[src/rtl/rf_access_ctrl_pkg.sv]
// Shared opcode, FSM state encodings and sizing helper for rf_access_ctrl.
package rf_access_ctrl_pkg;

    typedef enum logic [1:0] {
        OP_READ  = 2'b00,
        OP_WRITE = 2'b01,
        OP_CLEAR = 2'b10,
        OP_RSVD  = 2'b11
    } op_e;

    typedef enum logic [1:0] {
        StIdle,
        StWrite,
        StClear,
        StResp
    } state_e;

    // Keeps index ports at least one bit wide for a single-entry file.
    function automatic int unsigned addr_width(input int unsigned depth);
        return (depth > 1) ? $clog2(depth) : 1;
    endfunction

endpackage

[src/rtl/rf_access_ctrl.sv]
// Command/response front end for a register file: single reads, single writes,
// a full clear sweep, and error responses for reserved ops or out-of-range indices.
module rf_access_ctrl
    import rf_access_ctrl_pkg::*;
#(
    parameter int unsigned WIDTH = 16,
    parameter int unsigned DEPTH = 8,
    localparam int unsigned AW   = addr_width(DEPTH)
) (
    input  logic             clk,
    input  logic             rst,

    input  logic             cmd_valid,
    output logic             cmd_ready,
    input  logic [1:0]       cmd_op,
    input  logic [AW-1:0]    cmd_addr,
    input  logic [WIDTH-1:0] cmd_wdata,

    output logic             rsp_valid,
    input  logic             rsp_ready,
    output logic [WIDTH-1:0] rsp_rdata,
    output logic             rsp_err,
    output logic             busy,

    output logic             rf_we,
    output logic [AW-1:0]    rf_write_reg,
    output logic [WIDTH-1:0] rf_write_data,
    output logic [AW-1:0]    rf_read_reg,
    input  logic [WIDTH-1:0] rf_read_data
);

    localparam logic [AW:0] DEPTH_W   = (AW+1)'(DEPTH);
    localparam logic [AW:0] CLR_LAST  = (AW+1)'(DEPTH - 1);

    state_e           state_q, state_d;
    logic [AW-1:0]    wr_reg_q, wr_reg_d;
    logic [WIDTH-1:0] wr_data_q, wr_data_d;
    logic [AW-1:0]    rd_reg_q, rd_reg_d;
    logic [AW:0]      clr_cnt_q, clr_cnt_d;
    logic             rsp_valid_q, rsp_valid_d;
    logic [WIDTH-1:0] rsp_rdata_q, rsp_rdata_d;
    logic             rsp_err_q, rsp_err_d;

    op_e  op;
    logic addr_bad;

    assign op       = op_e'(cmd_op);
    assign addr_bad = ({1'b0, cmd_addr} >= DEPTH_W);

    always_comb begin
        state_d     = state_q;
        wr_reg_d    = wr_reg_q;
        wr_data_d   = wr_data_q;
        rd_reg_d    = rd_reg_q;
        clr_cnt_d   = clr_cnt_q;
        rsp_valid_d = rsp_valid_q;
        rsp_rdata_d = rsp_rdata_q;
        rsp_err_d   = rsp_err_q;

        unique case (state_q)
            StIdle: begin
                rd_reg_d = cmd_addr;
                if (cmd_valid) begin
                    if (op == OP_RSVD || addr_bad) begin
                        state_d     = StResp;
                        rsp_valid_d = 1'b1;
                        rsp_err_d   = 1'b1;
                        rsp_rdata_d = '0;
                    end else begin
                        unique case (op)
                            OP_READ: begin
                                state_d     = StResp;
                                rsp_valid_d = 1'b1;
                                rsp_err_d   = 1'b0;
                                rsp_rdata_d = rf_read_data;
                            end
                            OP_WRITE: begin
                                state_d   = StWrite;
                                wr_reg_d  = cmd_addr;
                                wr_data_d = cmd_wdata;
                            end
                            OP_CLEAR: begin
                                state_d   = StClear;
                                wr_reg_d  = '0;
                                wr_data_d = '0;
                                clr_cnt_d = '0;
                            end
                            default: ;
                        endcase
                    end
                end
            end
            StWrite: begin
                state_d     = StResp;
                rsp_valid_d = 1'b1;
                rsp_err_d   = 1'b0;
                rsp_rdata_d = '0;
            end
            StClear: begin
                // Wide counter: terminal count is compared without wrapping into index 0.
                if (clr_cnt_q == CLR_LAST) begin
                    state_d     = StResp;
                    rsp_valid_d = 1'b1;
                    rsp_err_d   = 1'b0;
                    rsp_rdata_d = '0;
                end else begin
                    clr_cnt_d = clr_cnt_q + 1'b1;
                    wr_reg_d  = clr_cnt_d[AW-1:0];
                end
            end
            StResp: begin
                if (rsp_ready) begin
                    state_d     = StIdle;
                    rsp_valid_d = 1'b0;
                    rsp_err_d   = 1'b0;
                end
            end
            default: state_d = StIdle;
        endcase
    end

    always_ff @(posedge clk or posedge rst) begin
        if (rst) begin
            state_q     <= StIdle;
            wr_reg_q    <= '0;
            wr_data_q   <= '0;
            rd_reg_q    <= '0;
            clr_cnt_q   <= '0;
            rsp_valid_q <= 1'b0;
            rsp_rdata_q <= '0;
            rsp_err_q   <= 1'b0;
        end else begin
            state_q     <= state_d;
            wr_reg_q    <= wr_reg_d;
            wr_data_q   <= wr_data_d;
            rd_reg_q    <= rd_reg_d;
            clr_cnt_q   <= clr_cnt_d;
            rsp_valid_q <= rsp_valid_d;
            rsp_rdata_q <= rsp_rdata_d;
            rsp_err_q   <= rsp_err_d;
        end
    end

    // rf_we is decoded from state so an asynchronous reset drops it at once.
    assign cmd_ready     = (state_q == StIdle) && !rst;
    assign busy          = (state_q != StIdle);
    assign rf_we         = (state_q == StWrite) || (state_q == StClear);
    assign rf_write_reg  = wr_reg_q;
    assign rf_write_data = wr_data_q;
    assign rf_read_reg   = (state_q == StIdle) ? cmd_addr : rd_reg_q;
    assign rsp_valid     = rsp_valid_q;
    assign rsp_rdata     = rsp_rdata_q;
    assign rsp_err       = rsp_err_q;

endmodule

[config.mk]
export PLATFORM = sky130hd
export DESIGN_NAME = rf_access_ctrl
export DESIGN_NICKNAME = d
export VERILOG_FILES = /design/src/rtl/rf_access_ctrl_pkg.sv /design/src/rtl/rf_access_ctrl.sv
export SDC_FILE = /design/constraint.sdc
export NUM_CORES = 1
export LEC_CHECK = 0
export CORE_MARGIN = 1
export CORE_UTILIZATION = 40
export DETAILED_ROUTE_END_ITERATION = 6
export PLACE_DENSITY = 0.77
export SETUP_SLACK_MARGIN = 0.15
export SLEW_MARGIN = 10
export SYNTH_ARGS = -nofsm -noshare
export SYNTH_HDL_FRONTEND = slang
export SYNTH_SLANG_ARGS = --single-unit
[constraint.sdc]
create_clock -name clk -period 1.85 [get_ports clk]
set_input_delay 0.37 -clock clk [delete_from_list [all_inputs] [get_ports clk]]
set_output_delay 0.37 -clock clk [all_outputs]
set_load 0.05 [all_outputs]
Word level (Yosys, flattened, before mapping)
Index checks and enable logic that the tools add are counted.
Word-level totals
  flip-flop bits (word level): 46
  bits in latches: 0
  bits in writable memories: 0
  ROM bits: 0
  bits of input ports: 41
  output and inout bits: 43
  memories: 0
Operators by class
  add/subtract/negate cells: 1
  multiply operators: 0
  divide/modulo/power cells: 0
  order comparisons: 0
  equality and inequality tests: 16
  shift-type cells: 0
  multiplexer cells: 34
  bitwise logic cells: 1
  reductions and logical operators: 15
Operators with widths (count)
  16-bit 2-to-1 mux: 4
  16-bit one-hot mux with 3 select lines: 1
  16-bit one-hot mux with 2 select lines: 1
  4-bit 2-to-1 mux: 4
  4-bit AND reduction: 4
  3-bit 2-to-1 mux: 4
  3-bit one-hot mux with 2 select lines: 2
  2-bit != test, second input constant: 5
  5-bit AND reduction: 2
  1-bit 2-to-1 mux: 9
  2-bit equality test, second input constant: 4
  2-bit 2-to-1 mux: 4
  1-bit one-hot mux with 4 select lines: 2
  2-bit one-hot mux with 4 select lines: 1
  4-bit one-hot mux with 2 select lines: 1
  2-bit one-hot mux with 3 select lines: 1
  2-bit nonzero test: 3
  5-bit by 2-bit != test with 1-bit output, second input constant: 1
  4-bit by 1-bit adder with 4-bit output, second input constant: 1
  2-bit by 1-bit equality test with 1-bit output, second input constant: 2
  4-bit by 3-bit equality test with 1-bit output, second input constant: 1
  2-bit zero test: 2
  3-bit by 1-bit != test with 1-bit output, second input constant: 1
  3-bit by 2-bit != test with 1-bit output, second input constant: 1
  other kinds (6): 6

Depth between registers and ports, before layout
  depth in word-level cells: 5
  mapped depth: 7
  depth with buffers taken out: 6

Worst setup path before layout
Ideal clock, no wire load.
  path kind: register to register
  start point: reg state_q[0]
  end point: reg rsp_rdata_q[0] (netlist: rsp_rdata[0])
  setup time: 0.083 ns
  data arrival time: 1.779 ns
  required time: 1.767 ns
  setup slack: -0.012 ns
  cell stages (with the launch flop): 7
  path buffers: 1
  cells stage by stage: dfrtp_1 > inv_1 > ha_1 > nor2_1 > clkbuf_1 > nand3_1 > o21ai_0
On the way
  word-level cells in the longest chain between the ends: 3
  elaborated cells between the ends (all ways): 9
Ends and longest elaborated chain
  from (decl): line rf_access_ctrl.sv:35  | state_e state_q, state_d;
  from (signal assigned): line rf_access_ctrl.sv:124  | state_q <= StIdle;
  from (signal assigned): line rf_access_ctrl.sv:133  | state_q <= state_d;
  2-bit equality test, or another cell as far along: line rf_access_ctrl.sv:60  | unique case (state_q)
  2-bit != test (no source line), or another cell as far along
  4-bit AND reduction (no source line)
  to (signal assigned): line rf_access_ctrl.sv:139  | rsp_rdata_q <= rsp_rdata_d;
  to (decl): line rf_access_ctrl.sv:41  | logic [WIDTH-1:0] rsp_rdata_q, rsp_rdata_d;
Parallel ways exist; a longest one is shown, timed or not.
A chain may end at the register's enable or synchronous reset.

Worst setup path in the final report
  start point: reg state_q[0]
  end point: out rf_read_reg[0]
On the way
  word-level cells in the longest chain between the ends: 2
Ends and longest elaborated chain
  2-bit zero test: line rf_access_ctrl.sv:150  | assign rf_read_reg = (state_q == StIdle) ? cmd_addr : rd_reg_q;
  3-bit 2-to-1 mux: line rf_access_ctrl.sv:150
  to (decl): line rf_access_ctrl.sv:28  | output logic [AW-1:0] rf_read_reg,
No other way between the ends.

==> flow_metrics.env <==
export IMPL_ant_nets=0
export IMPL_clk_pin_slew_ns=0.08
export IMPL_top_level_ports=84
export IMPL_firstDrtPassIters=4
export IMPL_io_buffers=83
export IMPL_irDropWorstVdd_uv=1370
export IMPL_synth_top_family_by_area="compound AO/OA/AOI/OAI gates"
export IMPL_hold_viol_final=0
export IMPL_ctsRootBufferMaster="clkbuf_8"
export IMPL_final_cells=418
export IMPL_violations="negative setup slack"
export IMPL_initial_utilization=0.425
export IMPL_synth_compound_area_frac=0.152
export IMPL_syn_avg_cell_area_um2=9.49
export IMPL_grt_pass1_wl_um=9050
export IMPL_rsz0062_at_grt="yes"
export IMPL_via_per_inst=4.95
export IMPL_skew_ns=0.00278
export IMPL_layout_nets=400
export IMPL_maxCapViolCount=0
export IMPL_drt_initial_drc_count=91
export IMPL_fp_dieW_um=76.4
export IMPL_cts_inserted_buffers=5
export IMPL_relSlewSlack=0.673
export IMPL_power_density_nw_per_um2=1990
export IMPL_worst_slew_pin_slew_ns=0.492
export IMPL_wl_per_cell_um=14.1
export IMPL_path_cells="inv_2 > ha_4 > mux2_4 > buf_8"
export IMPL_antenna_found_initial=0
export IMPL_drc=0
export IMPL_critPathKind="reg2out"
export IMPL_hp_class="reg2reg"
export IMPL_status="finished with violations"
export IMPL_wl_um=5880
export IMPL_setup_viol=2
export IMPL_rows=26
export IMPL_yosysUniqueCellTypes=31
export IMPL_synthAdderAreaFrac=0.0679
export IMPL_gr_usage_all_layers=0.194
export IMPL_crit_arrival_ns=1.48
export IMPL_dp_hpwl_um=3760
export IMPL_cts_hold_fix_buffers=0
export IMPL_synth_area_mux_share=0.0402
export IMPL_drive_gt1_frac=0.345
export IMPL_synthXorXnorAreaFrac=0
export IMPL_syn_nets=286
export IMPL_grt_max_degree=33
export IMPL_crit_fanout=5
export IMPL_core_area_um2=5200
export IMPL_critPathLaunchType="register"
export IMPL_synth_cells=233
export IMPL_dpl_cell_area_um2=3240
export IMPL_areaGrowthSynthToFinish_pct=68.1
export IMPL_clk_latency_ns=0.30
export IMPL_slowest_delay_ns=0.39
export IMPL_fmax_mhz=540
export IMPL_vias=2070
export IMPL_final_common_cell="dfrtp_1"
export IMPL_cts_sinks=46
export IMPL_n_antenna_cell=0
export IMPL_slew_violations=0
export IMPL_endpoint_kind="output pin"
export IMPL_final_cell_mix="dfrtp_1, buf_4, nand2_1"
export IMPL_syn_area_um2=2210
export IMPL_yosys_warnings=0
export IMPL_overflow=0
export IMPL_critPathBufInv=2
export IMPL_synth_seq_area_share=0.520
export IMPL_worst_path_max_delay_cell="dfrtp_1"
export IMPL_yosys_area_share_simple=0.150
export IMPL_cts_buffer_depth=2
export IMPL_crit_required_ns=1.48
export IMPL_final_area_um2=3720
export IMPL_fp_dieH_um=76.4
export IMPL_final_setup_worst_slack_ns=-0.00321
export IMPL_gp_congestion=0.790
export IMPL_leakage_uw=0.00175
export IMPL_place_inst=394
export IMPL_grt_pass1_vias=1947
export IMPL_synth_seq_cells=46
export IMPL_period_needed_ns=1.85
export IMPL_cts_max_level=2
export IMPL_cts_tree="built"
export IMPL_dieArea_um2=5830
export IMPL_critPathTopFamily="flip-flops"
export IMPL_nFillCells=384
export IMPL_period_share=1.00
[cells by family (layout without fill, tap and decap cells)]
kind of cell             Yosys count  in the layout
AND/OR/NAND/NOR                   74             74
multiplexers                       8              8
flip-flops                        46             46
adder cells (fa/ha/maj)           12             12
buffers and inverters             39            154
AO/OA/AOI/OAI                     54             54
[through the flow]
step / hold WS [ns] / TNS, ns / power (uW) / util / setup WS, ns
2_1_floorplan: 0.465 / 0 / 4290 / - / 0.144
3_3_place_gp: 0.461 / -4.41 / 5660 / 0.623 / -0.211
3_5_place_dp: 0.471 / -5.87 / 5730 / 0.623 / -0.274
4_1_cts: 0.484 / -0.00330 / 6790 / 0.673 / -0.00178
5_1_grt: 0.530 / -0.192 / 7810 / 0.714 / -0.0458
6_report: 0.477 / -0.00535 / 7400 / 0.714 / -0.00321
[report_power, final]
| group | internal (uW) | switching [uW] |
|---|---|---|
| logic | 2080 | 2960 |
| registers | 1400 | 216 |
| clock network | 403 | 340 |
| total | 3880 | 3520 |
[worst register-to-register path, stage by stage (launching register included)]
cell	delay (ns)
dfrtp_1	0.41
buf_6	0.14
buf_6	0.11
ha_4	0.15
nor2b_4	0.12
a221o_1	0.34
a31o_1	0.23
a22o_1	0.22
[layer usage]
layer,GRT usage,vias to the layer above,part of all wire
li1,-,1004,-
met5,0,-,0
met1,0.269,988,0.45
met3,0.0443,6,0.053
met2,0.303,72,0.49
met4,0.0577,0,0.0078
[worst paths after layout]
| check | start | to | slack, ns | depth (start not counted) |
|---|---|---|---|---|
| setup / recovery | state_q[0] | rf_read_reg[0] | -0.003 | 4 |
| hold / removal | rf_write_data[6] | rf_write_data[6] | 0.48 | 2 |
| setup reg to reg | state_q[1] | state_q[0] | 0.02 | 7 |
| hold reg to reg | rf_write_data[6] | rf_write_data[6] | 0.48 | 2 |
| min in group asynchronous | rst | clr_cnt_q[1] | 0.51 | 3 |
| max in group asynchronous | rst | rsp_rdata[11] | 1.05 | 3 |
[repair_timing]
action	in CTS	in global routing
endpoints found under the setup margin	47	29
gates resized for setup	45	51
cloned	0	3
buffers inserted	9	4
pin swaps	5	19
[layout make-up]
class / instances / area (um^2) / share of cell area
repair buffers: 118 / 1130 / 0.305
multi-input cells: 148 / 1130 / 0.304
inverters: 28 / 108 / 0.0289
clock inverters: 2 / 37.5 / 0.0101
clock buffers: 6 / 72.6 / 0.0195
well taps: 70 / 87.6 / 0.0236
flip-flops and latches: 46 / 1150 / 0.310
[cell usage after synthesis]
cell      instances  area share
nor2b_1           4       0.011
a41oi_1           1      0.0040
o31ai_1           3       0.010
a311oi_2          1      0.0068
dfrtp_1          46        0.52
o31a_1            1      0.0040
a221o_1           1      0.0045
buf_2             2      0.0045
or2b_1            1      0.0034
a22o_1            4       0.016
o21ai_1           1      0.0023
o211ai_1          1      0.0034
nand3b_1          1      0.0034
nand2b_1          2      0.0057
a22oi_1           1      0.0034
nand3b_2          1      0.0051
o21ai_0          35       0.079
ha_1             12       0.068
inv_1            28       0.048
a221oi_2          1      0.0068
nand4_1           1      0.0028
a21oi_1           1      0.0023
buf_4             1      0.0034
mux2i_1           1      0.0045
mux2_2            7       0.036
nand2_1          41       0.070
clkbuf_1          8       0.014
nor2_1            5      0.0085
a31o_1            1      0.0040
nand3_1          18       0.041
a31oi_1           2      0.0057
(Power assumes the default switching activity.)
